File: src/rtl/pwr_pkg.sv
// Shared state encodings, counter width and per-state output decode for the
// power-domain wake scheduler.
package pwr_pkg;

   localparam int unsigned CNT_W                 = 8;
   localparam int unsigned DEFAULT_THERMAL_LIMIT = 85;

   localparam logic [2:0] ST_OFF    = 3'd0;
   localparam logic [2:0] ST_WAIT   = 3'd1;
   localparam logic [2:0] ST_PWR_UP = 3'd2;
   localparam logic [2:0] ST_CLK_ON = 3'd3;
   localparam logic [2:0] ST_ON     = 3'd4;
   localparam logic [2:0] ST_ISO    = 3'd5;

   typedef enum logic [2:0] {
      PWR_OFF    = ST_OFF,
      PWR_WAIT   = ST_WAIT,
      PWR_PWR_UP = ST_PWR_UP,
      PWR_CLK_ON = ST_CLK_ON,
      PWR_ON     = ST_ON,
      PWR_ISO    = ST_ISO
   } pwr_state_e;

   function automatic logic st_power(input logic [2:0] s);
      return (s == ST_PWR_UP) || (s == ST_CLK_ON) || (s == ST_ON) || (s == ST_ISO);
   endfunction

   function automatic logic st_clock(input logic [2:0] s);
      return (s == ST_CLK_ON) || (s == ST_ON);
   endfunction

   function automatic logic st_iso(input logic [2:0] s);
      return (s != ST_ON);
   endfunction

   function automatic logic st_ready(input logic [2:0] s);
      return (s == ST_ON);
   endfunction

   function automatic logic st_inflight(input logic [2:0] s);
      return (s == ST_PWR_UP) || (s == ST_CLK_ON);
   endfunction

   function automatic logic st_busy(input logic [2:0] s);
      return (s == ST_WAIT) || (s == ST_PWR_UP) || (s == ST_CLK_ON) || (s == ST_ISO);
   endfunction

endpackage

File: src/rtl/pwr_rr_arbiter.sv
// N-way round-robin arbiter: one-hot grant when enabled; the pointer moves to
// winner+1 only when a grant is actually issued.
module pwr_rr_arbiter #(
   parameter int unsigned N = 16
) (
   input  logic         clk,
   input  logic         reset,
   input  logic         en_i,
   input  logic [N-1:0] req_i,
   output logic [N-1:0] grant_o
);

   localparam int unsigned PW = (N > 1) ? $clog2(N) : 1;

   logic [PW-1:0] ptr_q, ptr_d;
   logic [PW-1:0] win;
   logic          found;

   always_comb begin
      found   = 1'b0;
      win     = '0;
      grant_o = '0;
      for (int unsigned i = 0; i < N; i++) begin
         int unsigned idx;
         idx = (32'(ptr_q) + i) % N;
         if (!found && req_i[idx]) begin
            found = 1'b1;
            win   = PW'(idx);
         end
      end
      if (en_i && found) begin
         grant_o[win] = 1'b1;
      end
   end

   always_comb begin
      ptr_d = ptr_q;
      if (en_i && found) begin
         ptr_d = (32'(win) == N - 1) ? '0 : win + PW'(1);
      end
   end

   always_ff @(posedge clk) begin
      if (reset) begin
         ptr_q <= '0;
      end else begin
         ptr_q <= ptr_d;
      end
   end

endmodule

File: src/rtl/power_domain_wake_scheduler.sv
// Per-domain power sequencing FSMs with a round-robin wake arbiter bounding
// concurrent power-ups. Optional thermal throttle: PWR_SCHED_THERMAL_THROTTLE_EN.
module power_domain_wake_scheduler
   import pwr_pkg::*;
#(
   parameter int unsigned NUM_DOMAINS         = 16,
   parameter int unsigned MAX_CONCURRENT_WAKE = 2,
   parameter int unsigned SETTLE_CYCLES       = 8,
   parameter int unsigned ISO_CYCLES          = 2
`ifdef PWR_SCHED_THERMAL_THROTTLE_EN
   ,parameter int unsigned THERMAL_LIMIT      = DEFAULT_THERMAL_LIMIT
`endif
) (
   input  logic                               clk,
   input  logic                               reset,
   input  logic [NUM_DOMAINS-1:0]             wake_req,
   input  logic [NUM_DOMAINS-1:0]             sleep_req,
   input  logic                               dvfs_busy,
`ifdef PWR_SCHED_THERMAL_THROTTLE_EN
   input  logic [7:0]                         temperature,
`endif
   output logic [NUM_DOMAINS-1:0]             domain_power_enable,
   output logic [NUM_DOMAINS-1:0]             domain_clock_enable,
   output logic [NUM_DOMAINS-1:0]             domain_iso_enable,
   output logic [NUM_DOMAINS-1:0]             domain_ready,
   output logic [$clog2(NUM_DOMAINS+1)-1:0]   inflight_count,
   output logic                               busy
);

   localparam int unsigned N  = NUM_DOMAINS;
   localparam int unsigned CW = $clog2(NUM_DOMAINS + 1);

   logic [2:0]       state_q [N];
   logic [2:0]       state_d [N];
   logic [CNT_W-1:0] cnt_q   [N];
   logic [CNT_W-1:0] cnt_d   [N];

   logic [N-1:0]  power_q, power_d;
   logic [N-1:0]  clock_q, clock_d;
   logic [N-1:0]  iso_q,   iso_d;
   logic [N-1:0]  ready_q, ready_d;
   logic [CW-1:0] inflight_q, inflight_d;
   logic          busy_q, busy_d;

   logic [CW-1:0] limit;
   logic          grant_en;
   logic [N-1:0]  arb_req;
   logic [N-1:0]  arb_gnt;

`ifdef PWR_SCHED_THERMAL_THROTTLE_EN
   always_comb begin
      limit = (temperature >= 8'(THERMAL_LIMIT)) ? CW'(1) : CW'(MAX_CONCURRENT_WAKE);
   end
`else
   always_comb begin
      limit = CW'(MAX_CONCURRENT_WAKE);
   end
`endif

   // inflight_q mirrors the current registered state, so a slot freed by a
   // domain leaving CLK_ON becomes grantable one cycle later.
   assign grant_en = !dvfs_busy && (inflight_q < limit);

   // A WAIT domain that is cancelling this cycle must not consume the grant.
   always_comb begin
      for (int unsigned i = 0; i < N; i++) begin
         arb_req[i] = (state_q[i] == ST_WAIT) && !sleep_req[i];
      end
   end

   pwr_rr_arbiter #(
      .N (N)
   ) u_arb (
      .clk     (clk),
      .reset   (reset),
      .en_i    (grant_en),
      .req_i   (arb_req),
      .grant_o (arb_gnt)
   );

   always_comb begin
      for (int unsigned i = 0; i < N; i++) begin
         state_d[i] = state_q[i];
         cnt_d[i]   = '0;
         case (state_q[i])
            ST_OFF: begin
               if (wake_req[i]) state_d[i] = ST_WAIT;
            end
            ST_WAIT: begin
               if (sleep_req[i])    state_d[i] = ST_OFF;
               else if (arb_gnt[i]) state_d[i] = ST_PWR_UP;
            end
            ST_PWR_UP: begin
               if (cnt_q[i] == CNT_W'(SETTLE_CYCLES - 1)) state_d[i] = ST_CLK_ON;
               else                                       cnt_d[i]   = cnt_q[i] + CNT_W'(1);
            end
            ST_CLK_ON: begin
               state_d[i] = ST_ON;
            end
            ST_ON: begin
               if (sleep_req[i] && !wake_req[i]) state_d[i] = ST_ISO;
            end
            ST_ISO: begin
               if (cnt_q[i] == CNT_W'(ISO_CYCLES - 1)) state_d[i] = ST_OFF;
               else                                    cnt_d[i]   = cnt_q[i] + CNT_W'(1);
            end
            default: begin
               state_d[i] = ST_OFF;
            end
         endcase
      end
   end

   // Outputs are registered from next state so they change on the same edge as the state.
   always_comb begin
      power_d    = '0;
      clock_d    = '0;
      iso_d      = '0;
      ready_d    = '0;
      inflight_d = '0;
      busy_d     = 1'b0;
      for (int unsigned i = 0; i < N; i++) begin
         power_d[i] = st_power(state_d[i]);
         clock_d[i] = st_clock(state_d[i]);
         iso_d[i]   = st_iso(state_d[i]);
         ready_d[i] = st_ready(state_d[i]);
         inflight_d = inflight_d + CW'(st_inflight(state_d[i]));
         busy_d     = busy_d | st_busy(state_d[i]);
      end
   end

   always_ff @(posedge clk) begin
      if (reset) begin
         for (int unsigned i = 0; i < N; i++) begin
            state_q[i] <= ST_ON;
            cnt_q[i]   <= '0;
         end
         power_q    <= '1;
         clock_q    <= '1;
         iso_q      <= '0;
         ready_q    <= '1;
         inflight_q <= '0;
         busy_q     <= 1'b0;
      end else begin
         for (int unsigned i = 0; i < N; i++) begin
            state_q[i] <= state_d[i];
            cnt_q[i]   <= cnt_d[i];
         end
         power_q    <= power_d;
         clock_q    <= clock_d;
         iso_q      <= iso_d;
         ready_q    <= ready_d;
         inflight_q <= inflight_d;
         busy_q     <= busy_d;
      end
   end

   assign domain_power_enable = power_q;
   assign domain_clock_enable = clock_q;
   assign domain_iso_enable   = iso_q;
   assign domain_ready        = ready_q;
   assign inflight_count      = inflight_q;
   assign busy                = busy_q;

endmodule

File: config.mk
export PLATFORM = sky130hd
export DESIGN_NAME = power_domain_wake_scheduler
export DESIGN_NICKNAME = d
export VERILOG_FILES = /design/src/rtl/pwr_pkg.sv /design/src/rtl/pwr_rr_arbiter.sv /design/src/rtl/power_domain_wake_scheduler.sv
export SDC_FILE = /design/constraint.sdc
export NUM_CORES = 1
export LEC_CHECK = 0
export BUFFER_PORTS_ARGS = -buffer_cell sky130_fd_sc_hd__buf_2
export CAP_MARGIN = 20
export CORE_MARGIN = 5
export CORE_UTILIZATION = 60
export DETAILED_ROUTE_END_ITERATION = 10
export PLACE_DENSITY = 0.86
export SLEW_MARGIN = 40
export SYNTH_ARGS = -nofsm -noshare
export SYNTH_HDL_FRONTEND = slang
export SYNTH_SLANG_ARGS = --single-unit
File: constraint.sdc
create_clock -name clk -period 9.2 [get_ports clk]
set_input_delay 0.92 -clock clk [delete_from_list [all_inputs] [get_ports clk]]
set_output_delay 0.92 -clock clk [all_outputs]
set_load 0.005 [all_outputs]
# Yosys cells after proc, flatten, opt, wreduce, memory -nomap -nowiden
# Memories as Yosys holds them, arrays and structs flattened.
# Index checks and enable logic that the tools add are counted.
dict set report word_totals {
  ff_bits 74
  n_memories 2
  ramBits 176
}
dict set report op_classes {
  n_lt_le_gt_ge 19
  muxes 263
  reduce_logical 226
  addsub 47
  bitwise_logic 47
  n_eq_ne 209
}
# memory depth width rd rd_clocked_by_memory_dff wr line_no
set memory_table {}
lappend memory_table {cnt_q 16 8 16 0 16 power_domain_wake_scheduler.sv:35} ;# logic [CNT_W-1:0] cnt_q [N];
lappend memory_table {state_q 16 3 16 0 16 power_domain_wake_scheduler.sv:33} ;# logic [2:0] state_q [N];
# operator count
set op_table {}
lappend op_table {{$mux W8} 48}
lappend op_table {{$mux W3} 112}
lappend op_table {{$pmux W3 S6} 16}
lappend op_table {{$pmux W8 S2} 16}
lappend op_table {{$eq A3 B2 Y1 const B} 64}
lappend op_table {{$eq A3 B3 Y1 const B} 64}
lappend op_table {{$add A8 B1 Y8 const B} 16}
lappend op_table {{$eq A8 B1 Y1 const B} 16}
lappend op_table {{$eq A8 B3 Y1 const B} 16}
lappend op_table {{$logic_or A1 B1 Y1} 112}
lappend op_table {{$eq A3 B1 Y1 const B} 32}
lappend op_table {{$lt A4 B5 Y1 const B} 17}
lappend op_table {{$mux W4} 17}
lappend op_table {{$bmux W1 S4} 16}
lappend op_table {{$add A5 B1 Y5} 11}
lappend op_table {{$logic_and A1 B1 Y1} 50}
lappend op_table {{$logic_not A1 Y1} 48}
lappend op_table {{$logic_not A3 Y1} 16}
lappend op_table {{$ne A3 B3 Y1 const B} 16}
lappend op_table {{$or A1 B1 Y1} 47}
lappend op_table {{$mux W1} 36}
lappend op_table {{$add A4 B4 Y4 const B} 8}
lappend op_table {{$add A4 B3 Y4 const B} 4}
lappend op_table {{$mux W16} 1}
lappend op_table {{other kinds (10)} 12}

# Longest topological paths before layout
# An unclocked memory read counts as a cell.
dict set report depth {
  depth_word 78
  ltp_mapped 33
  mapped_depth_nobuf 30
}

# Hierarchy
# A second synthesis with hierarchy kept.
dict set report unflattened {
  cells_unflattened 1570
  area_unflattened_um2 14214.9
}
# mod cells_each n_inst area_each_um2 seq_area_each_um2
set by_module_without_submodules {}
lappend by_module_without_submodules {power_domain_wake_scheduler 1234 1 11115.7 4924.7}
lappend by_module_without_submodules {pwr_rr_arbiter 336 1 3099.2 80.1}

# Least setup slack after synthesis
# OpenSTA, ideal clock, no wires.
dict set report synth_path {
  path_type {flip-flop to flip-flop}
  startpoint {register u_arb.ptr_q[1]}
  endpoint {register inflight_q[4] (netlist: inflight_count[4])}
  setup_slack_ns 1.877
  path_buffers 2
  stages_incl_launch_ff 31
  arrival_time_ns 7.192
  setup_ns 0.132
  cell_sequence {dfxtp_1 -> buf_4 -> inv_1 -> ha_1 -> nor2b_1 -> buf_2 -> a221oi_1 -> o22ai_1 -> or2_2 -> o31a_1 -> a211o_1 -> a21o_1 -> a31o_1 -> o31a_1 -> o21bai_1 -> inv_1 -> ha_1 -> nand2_1 -> nor4_4 -> nor2_1 -> fa_1 -> inv_1 -> fa_1 -> fa_1 -> inv_1 -> fa_1 -> inv_1 -> ha_1 -> fa_1 -> a21oi_1 -> nor3b_1}
}
dict set report synth_via {
  elab_chain_len 73
  elab_cells_between_ends 227
}
# item line_no
set synth_lines {}
lappend synth_lines {{start: declaration} pwr_rr_arbiter.sv:15} ;# logic [PW-1:0] ptr_q, ptr_d;
lappend synth_lines {{start signal: assignment} pwr_rr_arbiter.sv:47} ;# ptr_q <= ptr_d;
lappend synth_lines {{parallel branches: the longest is 52 deep, another holds $add A4 B1 Y4} --}
lappend synth_lines {{$mux W16 *} pwr_rr_arbiter.sv:31} ;# if (en_i && found) begin
lappend synth_lines {{$mux W3} power_domain_wake_scheduler.sv:91} ;# else if (arb_gnt[i]) state_d[i] = ST_PWR_UP;
lappend synth_lines {{$mux W3} power_domain_wake_scheduler.sv:90} ;# if (sleep_req[i]) state_d[i] = ST_OFF;
lappend synth_lines {{$pmux W3 S6} power_domain_wake_scheduler.sv:85} ;# case (state_q[i])
lappend synth_lines {{$eq A3 B2 Y1} pwr_pkg.sv:41} ;# return (s == ST_PWR_UP) || (s == ST_CLK_ON);
lappend synth_lines {{$logic_or A1 B1 Y1} pwr_pkg.sv:41}
lappend synth_lines {{$add A1 B1 Y2} power_domain_wake_scheduler.sv:127} ;# inflight_d = inflight_d + CW'(st_inflight(state_d[i]));
lappend synth_lines {{$add A2 B1 Y3} power_domain_wake_scheduler.sv:127}
lappend synth_lines {{$add A3 B1 Y4} power_domain_wake_scheduler.sv:127}
lappend synth_lines {{$add A4 B1 Y5} power_domain_wake_scheduler.sv:127}
lappend synth_lines {{$add A5 B1 Y5 (10 in a row)} power_domain_wake_scheduler.sv:127}
lappend synth_lines {{$add A5 B1 Y5 *} power_domain_wake_scheduler.sv:127}
lappend synth_lines {{end signal: assignment} power_domain_wake_scheduler.sv:153} ;# inflight_q <= inflight_d;
lappend synth_lines {{end: declaration} power_domain_wake_scheduler.sv:42} ;# logic [CW-1:0] inflight_q, inflight_d;
# Mark *: on every way between the ends. The select of a mux whose other input is x is not followed.
# A chain may end at the register's enable or synchronous reset.

# Worst setup path after layout
# Same ends and word-level chain as after synthesis.

==> run metrics <==
post-cts sizing count=0; Final #Nets=1,773; Fin Clk Skew=0.01267 ns; core area=0.02250 mm^2; TritonCTS clock tree=done; clk sinks=250; met2 usage=45.51%; EDFF count, synth=0; Diodes inserted=0; height of the die=160.5 um; top cell type's share of synthesized area=36.81%; clock tree buffer depth=3; Placer Congestion=1.050; Multi-input gate area=0.008070 mm^2; FILL cells=1,711; Horiz. Die Dim=160.5 um; Slew HR=41.20%; clock power share=30.2%; commonest non-fill, non-tap cell in the layout=dfxtp_1; Yosys warning count=0; initial DRC count=1,133; routed len/inst=18.54 um; switching share of power=37.54%; setup ws final=0.9688 ns; Crit. End Element=flop; Worst Path Max Fanout=11; Most Used Layer, Global Route=met2; hold crit path type=flop to flop; status=finished, final reports clean; Post-synth ARST share=0%; worst skew pair latency=0.54 ns; GR Layer Usage met3=4.619%; slew at the pin closest to its max-slew limit=0.8819 ns; vias in the first global route=11.69k; IO Pins=105; CTS Buf Count=26; worst IR drop on VDD=0.0001997 V; DIE AREA=0.02577 mm^2; Post-Syn Instances=1,560; Fin Setup TNS=0 ns; most common flop cell mapped by yosys=dfxtp_1; vias=12.16k; WS Path Type=flop to flop; Overall Power=3.739 mW; Mapped Nets=1,653; Clk pin slew, worst setup/hold paths=0.06 ns; P&R area growth vs syn=13.35%; proportion of layout cells with a drive suffix above 1=16.24%; Final ANT Viol Nets=0; antenna violations before repair=0; worst hold slack=0.4598 ns; fin. max-slew vios=0; initial core utilization=60.42%; pre-CTS WS=0.8933 ns; FF/Latch Area=0.005005 mm^2; arrival time at the worst endpoint=8.64 ns; cts hold-fix bufs=0; switching pwr=1.403 mW; # DRC=0; Final Util=68.48%; PwrDens=242.6 mW/mm^2; total grt overflow=0; dominant cell type by area after synthesis=dfxtp_1; Avg Vias per Cell=6.129; syn_area_per_cell=8.715 um^2; IO buf count=104; sequential share of power=33.7%; drt pass-1 iters=6; Critical Path RT=9.61 ns; Final Critical Period=8.231 ns; largest net degree at the start of global routing=42; RSZ-0062 raised after global routing=false; maxcap violations=0; post-synthesis sequential area ratio=36.81%; first-pass GRT wire length=59,350 um; Pleak=6.127 nW; #FFs+latches synth=250; fmax=0.1215 GHz; H-tree Lvls=1; kind of start point of the critical path=flop; final period utilization=89.47%; Logic pwr share=36.1%; CTS root buf=clkbuf_16; WL final=36,780 um; most frequent cells in the layout=250 x dfxtp_1, 227 x nor2_1, 141 x nand2_1, 104 x buf_2, 87 x nand3_1; Setup Fix Bufs, Post-CTS=0; synthesized area=0.01360 mm^2; Global Route met1 Usage=35.52%; dpl hpwl=27,690 um; Rows=55; Internal=2.335 mW; final hold vios=0; Synth cell types=102; synth top area cells=dfxtp_1 37%, nor2_1 6.3%, ha_1 4.4%; Final setup viols=0; GRT Total Usage=27.55%
[cell usage after synthesis (10+ instances only)]
master	n
nand2b_1	23
inv_1	85
a22oi_1	11
fa_1	10
buf_2	13
a2111oi_0	10
a21o_1	16
nor3b_1	18
and3_1	35
nand3b_1	16
nor3_1	22
a31oi_1	26
mux2i_1	17
nor2b_1	15
a21oi_1	42
or4_1	18
o22ai_1	23
clkbuf_1	16
xor2_1	68
nor2_1	227
nand2_1	141
o21ai_0	37
or2_2	13
dfxtp_1	250
ha_1	48
xnor2_1	43
nand3_1	87
[layer usage]
metal  up-vias  wire (um)  share of wire [%]
met4         0       1813                4.9
met2       526      17080                 46
met3       140       2847                7.7
met5         -          0                  0
met1      5701      15040                 41
li1       5792          -                  -
[sequential cells by signal (all words and copies together), names as in the netlist]
register / cells
busy: 1
cnt_q: 128
domain_clock_enable: 16
domain_iso_enable: 16
domain_power_enable: 16
domain_ready: 16
inflight_count: 5
state_q: 48
u_arb.ptr_q: 4
[kinds of logic (layout without fill, tap and decap cells)]
logic type,Yosys count,count (layout),share of synthesized area [%]
simple gates,712,712,28.30
compound gates,273,273,14.71
flops,250,250,36.81
buf+inv,125,264,3.985
xor+xnor,111,111,7.151
fa+ha+maj,58,58,5.890
mux,31,31,3.157
[per-stage QoR]
stage | area [um^2] | instances
after floorplan | 13600 | 1560
after global placement | 14460 | 1937
after detailed placement | 14470 | 1937
after CTS | 15400 | 1984
after global routing | 15410 | 1984
final | 15410 | 1984
[power by group through the flow]
| stage | clock network, mW | logic, mW | registers, mW |
|---|---|---|---|
| final | 1.13 | 1.35 | 1.26 |
| after global routing | 1.19 | 1.44 | 1.27 |
| after CTS | 1.14 | 1.31 | 1.26 |
| after detailed placement | 0 | 1.30 | 1.28 |
| after global placement | 0 | 1.30 | 1.27 |
| after floorplan | 0 | 0.927 | 1.27 |
[critical path, stage by stage (launching register included)]
cell,delay [ns]
dfxtp_1,0.31
inv_1,0.21
ha_1,0.35
buf_4,0.22
nor2b_1,0.19
a221oi_2,0.58
o22ai_1,0.37
nor4_4,0.46
nand4b_1,0.29
nor2_1,0.34
nand3_1,0.20
o31a_1,0.33
o21bai_1,0.25
ha_1,0.25
nand2_1,0.24
nor2_1,0.09
a31oi_1,0.40
fa_1,0.50
inv_1,0.08
fa_1,0.44
fa_1,0.54
inv_1,0.05
fa_1,0.53
inv_1,0.04
ha_1,0.21
fa_1,0.40
a21oi_1,0.16
nor3b_1,0.06
[area by class of cell]
class,count,share of cell area [%]
Tap cell,285,2.314
Clock inverter,17,1.445
Inverter,85,2.070
Timing Repair Buffer,132,4.741
Sequential cell,250,32.48
Clock buffer,30,4.587
Multi-Input combinational cell,1185,52.37
[worst paths after layout]
check	from	endpoint	slack [ns]	depth (start not counted)
max	u_arb.ptr_q[1]	inflight_count[4]	0.97	27
min	cnt_q[1][48]	cnt_q[1][48]	0.46	1
max reg2reg	u_arb.ptr_q[1]	inflight_count[4]	0.97	27
min reg2reg	cnt_q[1][48]	cnt_q[1][48]	0.46	1
(Power assumes the default switching activity.)
